### src/rtl/dfd_accumulator_control.sv
// Trace accumulator sequencing controller: write pointer, packet admission,
// in-order bank drain and flush sequencing. Carries no payload data.
module dfd_accumulator_control #(
  parameter int unsigned ACCUMULATOR_DATA_WIDTH_IN_BYTES = 64,
  parameter int unsigned BANK_DATA_WIDTH_IN_BYTES        = 16,
  parameter int unsigned MAX_PACKET_BYTES                = 16,
  localparam int unsigned NUM_BANKS = ACCUMULATOR_DATA_WIDTH_IN_BYTES / BANK_DATA_WIDTH_IN_BYTES,
  localparam int unsigned PW        = $clog2(ACCUMULATOR_DATA_WIDTH_IN_BYTES),
  localparam int unsigned BW        = $clog2(NUM_BANKS),
  localparam int unsigned LW        = $clog2(MAX_PACKET_BYTES) + 1
) (
  input  logic                 clock,
  input  logic                 reset,
  input  logic                 pkt_valid,
  input  logic [LW-1:0]        pkt_length,
  output logic                 pkt_ready,
  input  logic                 flush_req,
  output logic                 flush_done,
  input  logic [NUM_BANKS-1:0] bank_full,
  output logic [PW-1:0]        write_byte_boundary,
  output logic [PW-1:0]        target_write_byte_boundary,
  output logic [NUM_BANKS-1:0] bank_flush,
  output logic                 out_valid,
  output logic [BW-1:0]        out_bank_idx,
  input  logic                 out_ready,
  output logic [PW:0]          occupied_bytes
);

  localparam int unsigned OW = $clog2(BANK_DATA_WIDTH_IN_BYTES);

  typedef enum logic [1:0] {
    ST_RUN,
    ST_PAD,
    ST_DRAIN,
    ST_DONE
  } state_e;

  state_e         state_q, state_d;
  logic [PW-1:0]  wbb_q, wbb_d;
  logic [PW:0]    occ_q, occ_d;
  logic [BW-1:0]  drain_ptr_q, drain_ptr_d;
  logic [PW:0]    free_bytes;
  logic [PW:0]    add_bytes;
  logic [PW-1:0]  target;
  logic           accept;
  logic           drain;

  // State and pointer registers
  always_ff @(posedge clock) begin
    if (reset) begin
      state_q     <= ST_RUN;
      wbb_q       <= '0;
      occ_q       <= '0;
      drain_ptr_q <= '0;
    end else begin
      state_q     <= state_d;
      wbb_q       <= wbb_d;
      occ_q       <= occ_d;
      drain_ptr_q <= drain_ptr_d;
    end
  end

  // Admission, drain handshake, flush sequencing and pointer arithmetic
  always_comb begin
    state_d     = state_q;
    drain_ptr_d = drain_ptr_q;
    add_bytes   = '0;

    free_bytes = (PW+1)'(ACCUMULATOR_DATA_WIDTH_IN_BYTES) - occ_q;
    pkt_ready  = !reset && (state_q == ST_RUN) && !flush_req &&
                 ((PW+1)'(MAX_PACKET_BYTES) <= free_bytes);
    accept     = pkt_valid && pkt_ready;
    out_valid  = !reset && bank_full[drain_ptr_q];
    drain      = out_valid && out_ready;
    bank_flush = drain ? (NUM_BANKS'(1) << drain_ptr_q) : '0;
    flush_done = !reset && (state_q == ST_DONE);

    unique case (state_q)
      ST_RUN: begin
        if (accept) begin
          add_bytes = (PW+1)'(pkt_length);
        end else if (flush_req) begin
          state_d = (wbb_q[OW-1:0] != '0) ? ST_PAD : ST_DRAIN;
        end
      end
      ST_PAD: begin
        // Pad out the partial bank so it reports full and gets drained
        add_bytes = (PW+1)'(BANK_DATA_WIDTH_IN_BYTES) - (PW+1)'(wbb_q[OW-1:0]);
        state_d   = ST_DRAIN;
      end
      ST_DRAIN: begin
        if (occ_q == '0) state_d = ST_DONE;
      end
      ST_DONE: begin
        state_d = ST_RUN;
      end
      default: state_d = ST_RUN;
    endcase

    if (drain) drain_ptr_d = drain_ptr_q + BW'(1);

    target = wbb_q + PW'(add_bytes);
    wbb_d  = target;
    occ_d  = occ_q + add_bytes -
             (drain ? (PW+1)'(BANK_DATA_WIDTH_IN_BYTES) : (PW+1)'(0));

    target_write_byte_boundary = target;
  end

  assign write_byte_boundary = wbb_q;
  assign occupied_bytes      = occ_q;
  assign out_bank_idx        = drain_ptr_q;

  always_ff @(posedge clock) begin
    if (!reset && pkt_valid && pkt_ready) begin
      assert ((pkt_length != '0) && (pkt_length <= LW'(MAX_PACKET_BYTES)))
        else $error("illegal pkt_length %0d", pkt_length);
    end
  end

endmodule

### config.mk
export PLATFORM = sky130hd
export DESIGN_NAME = dfd_accumulator_control
export DESIGN_NICKNAME = d
export VERILOG_FILES = /design/src/rtl/dfd_accumulator_control.sv
export SDC_FILE = /design/constraint.sdc
export NUM_CORES = 1
export LEC_CHECK = 0
export CORE_UTILIZATION = 48
export DETAILED_ROUTE_END_ITERATION = 10
export PLACE_DENSITY = 0.91
export SLEW_MARGIN = 20
export SYNTH_ARGS = -nofsm -noshare
export SYNTH_HDL_FRONTEND = slang
export SYNTH_SLANG_ARGS = --single-unit
### constraint.sdc
create_clock -name clock -period 4.3 [get_ports clock]
set_input_delay 1.075 -clock clock [delete_from_list [all_inputs] [get_ports clock]]
set_output_delay 1.075 -clock clock [all_outputs]
set_load 0.005 [all_outputs]
# == Yosys cells after proc, flatten, opt, wreduce, memory -nomap -nowiden ==
# Cells that the tools add are included.
# word_totals
reg_bits,17
in_bits,14
output_inout_bits,28
wordCells,43
# op_classes
add_sub_neg,6
order_cmp,2
eq_ne,6
n_shift,1
n_mux,11
reduce_logical,13
# op_table
cell,count
$pmux 7 s2,1
$mux 5,2
$mux 2,4
$pmux 2 s4,1
$add 7x7->7,1
$le 5x7->1 const A,1
$logic_and 1x1->1,7
$logic_not 7->1,1
$sub 7x5->7,1
$sub 7x7->7 const A,1
$add 6x6->6,1
$ne 2x2->1 const B,3
$sub 5x4->6 const A,1
$eq 2x2->1 const B,2
$mux 4,1
$reduce_bool 4->1,1
$shl 1x2->4 const A,1
$lt 2x3->1 const B,1
$reduce_and 3->1,1
$add 2x1->2 const B,1
$bmux 1 s2,1
$eq 2x1->1 const B,1
$logic_not 1->1,2
$logic_not 2->1,1
$mux 1,1

# == Logic depth before layout (Yosys ltp) ==
# depth
depth_word,9
mapped_depth,16
mapped_depth_nobuf,15

# == Worst setup path before layout ==
# OpenSTA, ideal clock, no wires.
# synth_path
path_type,reg2out
from,register occ_q[0] (netlist: occupied_bytes[0])
to,output port target_write_byte_boundary[4]
arrival_time_ns,2.865
t_required_ns,3.225
path_slack_ns,0.360
path_stages_with_launch,15
n_path_buf,1
path_cell_list,dfxtp_1 > inv_1 > ha_1 > nand3b_4 > a2111oi_4 > o32ai_1 > and3_1 > buf_6 > a22o_1 > ha_1 > fa_1 > a21oi_1 > nor2_1 > nor2_1 > xnor2_1
# synth_via
elab_chain_len,7
# synth_lines
item,line,rtl
start: declaration,40,"logic [PW:0] occ_q, occ_d;"
start signal: assignment,53,occ_q <= '0;
start signal: assignment,58,occ_q <= occ_d;
$sub 7x7->7,69,free_bytes = (PW+1)'(ACCUMULATOR_DATA_WIDTH_IN_BYTES) - occ_q;
$le 5x7->1,71,((PW+1)'(MAX_PACKET_BYTES) <= free_bytes);
$logic_and 1x1->1,70,pkt_ready = !reset && (state_q == ST_RUN) && !flush_req &&
$logic_and 1x1->1,72,accept = pkt_valid && pkt_ready;
$mux 5,80,if (accept) begin
$pmux 7 s2,78,unique case (state_q)
$add 6x6->6,102,target = wbb_q + PW'(add_bytes);
end: declaration,21,"output logic [PW-1:0] target_write_byte_boundary,"
# Every way passes these cells.

# == Worst setup path after layout ==
# layout_path
from,input port flush_req
to,output port target_write_byte_boundary[4]
# layout_via
elab_chain_len,7
# layout_lines
item,line,rtl
start: declaration,17,"input logic flush_req,"
$logic_not 1->1,70,
$logic_and 1x1->1 (2 in series),70,
$logic_and 1x1->1,72,
$mux 5,80,
$pmux 7 s2,78,
$add 6x6->6,102,
# Every way passes these cells.

==> impl_metrics.yaml <==
synthesis:
  synth-edff-count: 0
  netlist_area_sq_um: 1531
  netlist-cell-type-count: 44
  yosys-top-cells-area: "dfxtp_1 (22%), ha_1 (20%), inv_1 (6.1%)"
  post_synth_inst_count: 172
  synth_area_leader_cell: "dfxtp_1"
  netlist.area_leader.share: 0.2222
  postSynthNetCount: 213
  synthesis.yosys.warnings: 0
  synth-async-reset-ratio: 0
  syn_area_per_cell_sq_um: 8.904
  synth-main-ff-cell: "dfxtp_1"
  synth.top_cells.by_count: "ha_1 (25), inv_1 (25), dfxtp_1 (17)"
  synth_sequential_area_ratio: 0.2222
  ff_latch_count_synth: 17
drt:
  num_vias: 1524
  number_of_nets_with_antenna_violations_after_detailed_routing: 0
  number_of_iterations_in_the_first_detailed_routing_pass: 4
  detail_route.vias_per_cell: 5.329
  drt_iter0_drc: 57
  routed_wirelength_microns: 4049
  drc_errors: 0
  routedWlPerCell_microns: 14.16
die:
  num_io_pins: 42
  die_area_sq_um: 3421
  fp-row-count: 20
  die-height_microns: 58.49
  floorplan.core_area_sq_um: 3028
  dieWidth_microns: 58.49
  floorplan.initialDensity: 0.5058
cts:
  hold_buffers_post_cts: 0
  tritoncts_num_sinks: 17
  cts_tree: "yes"
  clk_root_buffer_cell: "clkbuf_4"
  path_clk_slew_ps: 100
  worst_skew_pair.late_latency_ps: 300
  cts_max_level: 1
  cts_buffers: 3
  cts-root-to-sink-buffers: 2
timing:
  report.final.setup_viol: 1
  unrepaired_setup_endpoints_after_global_routing: "yes"
  finalWorstPathRequiredPeriod_ps: 4311
  final.setup_skew_ps: 2.478
  holdWs_ps: 585.4
  final_min_period_over_clock_period: 1.003
  timing.slew.headroom: 0.6974
  fin_ws_ps: -10.92
  pins_over_slew_limit: 0
  fmaxAchievable_ghz: 0.2320
  max_slew.worst_pin.slew_ps: 452.9
  number_of_failing_hold_endpoints_at_the_final_stage: 0
setup_path:
  critPathBufInv: 2
  worst-endpoint-required_ps: 3220
  worst_path_most_repeated_cell: "nor2_1"
  cp_num_cells: 12
  cells_along_the_critical_path: "clkdlybuf4s50_1, nand2b_4, nor2_2, and3_4, a22o_1, ha_4, fa_2, a21oi_2, nor2_1, nor2_1, xnor2_1, buf_2"
  start_kind: "primary input"
  path_class: "in2out"
  cp-end-kind: "output port"
  critPathSlowestCell: "clkdlybuf4s50_1"
  critical_path_arrival_ps: 3240
  cp_top_family: "buffers and inverters"
  reg2reg_depth: 24
  worst_path_largest_cell_delay_ps: 460
  cp_max_fo: 3
min_path:
  path_category_of_the_worst_min_delay_check: "reg2reg"
  timing.hold.worst_path_depth: 2
cells_and_area:
  areaGrowthSynthToFinish_pct: 53.35
  antennaDiodeCount: 0
  post-route-cell-area_sq_um: 2349
  nets: 284
  fillCellCount: 195
  final_layout_size_suffix_gt1_frac: 0.2603
placement:
  gp_congestion: 0.7752
  io_buffer_count: 41
  preCtsSetupSlack_ps: -443.0
  placement.cell_area_sq_um: 2074
  place.detailed.hpwl_microns: 2824
pwr:
  static-leakage-power_nw: 1.031
  power-per-cell-area_nw_per_um2: 563.0
  ir_worst_vdd_mv: 0.3971
global_routing:
  antenna_found_initial: 0
  vias_in_the_first_global_route: 1446
  grt_max_degree: 24
  grt_overflow: 0
  grt_first_pass_wirelength_microns: 6258
  globalRouteTotalUtil: 0.2410
status:
  failed_checks: "negative setup slack"
  status: "complete, but fails checks"
flow_run:
  max-cap-violations: 0
[layout make-up]
class / instances / area, sq um / share of cell area
multi-input cells: 125 / 1207 / 0.5141
repair buffers: 71 / 618.1 / 0.2632
flip-flops and latches: 17 / 342.8 / 0.1460
inverters: 25 / 98.84 / 0.04209
well taps: 44 / 55.05 / 0.02344
clock buffers: 4 / 26.28 / 0.01119
[report_power, final]
group | leakage [nW] | switching (W) | internal, W
Clock | 0.0150 | 0.0000551 | 0.0000362
Combinational | 0.875 | 0.000448 | 0.000517
Sequential | 0.140 | 0.0000587 | 0.000208
[stage by stage]
step                setup TNS, ps  utilization  std cells  total power [W]
finish                     -10.92       0.7756        286         0.001322
global route               -140.8       0.7756        286         0.001436
CTS                        -207.8       0.7508        287         0.001275
detailed placement          -1545       0.6851        266         0.001074
global placement            -1360       0.6851        266         0.001043
floorplan                       0            -        172        0.0007735
[what timing repair did]
action / CTS / global route
hold endpoints to repair: 0 / 0
endpoints found under the setup margin: 5 / 5
pin swaps: 6 / 17
setup buffers: 17 / 3
resized for setup: 16 / 22
[cell usage in the layout, fill, tap and decap left out, types with 5 or more instances in the layout]
cell type        instances
a21oi_1                  6
a22o_1                   5
and3_1                   5
buf_4                   30
clkdlybuf4s50_1         36
dfxtp_1                 15
ha_1                    20
ha_4                     5
inv_1                   23
nor2_1                  11
nor2b_1                  9
xnor2_1                  7
[worst reg2reg max path: cells and delay by family, from the launching register on]
kind                       cells  cell delay (ps)
DFF                            1              370
and+or+nand+nor                2              380
buffers and inverters         13             1520
adders and majority gates      2              440
AOI/OAI and AO/OA              7             1330
[logic make-up (layout without fill, tap and decap cells)]
logic type	Yosys count	in the layout	synth area share
adder cells (fa/ha/maj)	27	27	0.2304
buffers and inverters	30	100	0.07924
multiplexers	3	3	0.02778
flip-flops	17	17	0.2222
XOR/XNOR	10	10	0.05719
AND/OR/NAND/NOR	52	52	0.2157
AO/OA/AOI/OAI	33	33	0.1675
[flip-flops by register name (all words and copies together) (netlist names)]
signal,cells
occupied_bytes,7
write_byte_boundary,6
out_bank_idx,2
state_q,2
[worst paths after layout]
check	start	endpoint	slack (ps)
setup / recovery	flush_req	target_write_byte_boundary[4]	-10
setup reg to reg	occupied_bytes[0]$_SDFF_PP0_	write_byte_boundary[5]$_SDFF_PP0_	220
hold reg to reg	state_q[1]$_SDFFE_PP0P_	state_q[1]$_SDFFE_PP0P_	590
hold / removal	state_q[1]$_SDFFE_PP0P_	state_q[1]$_SDFFE_PP0P_	590
[routing by layer]
| layer | wire length (microns) | vias to the layer above | GRT usage |
|---|---|---|---|
| li1 | - | 749 | - |
| met5 | 0 | - | 0 |
| met1 | 1680 | 743 | 0.2673 |
| met3 | 104 | 7 | 0.03297 |
| met4 | 65 | 0 | 0.09864 |
| met2 | 2199 | 25 | 0.4581 |
(Power assumes the default switching activity.)
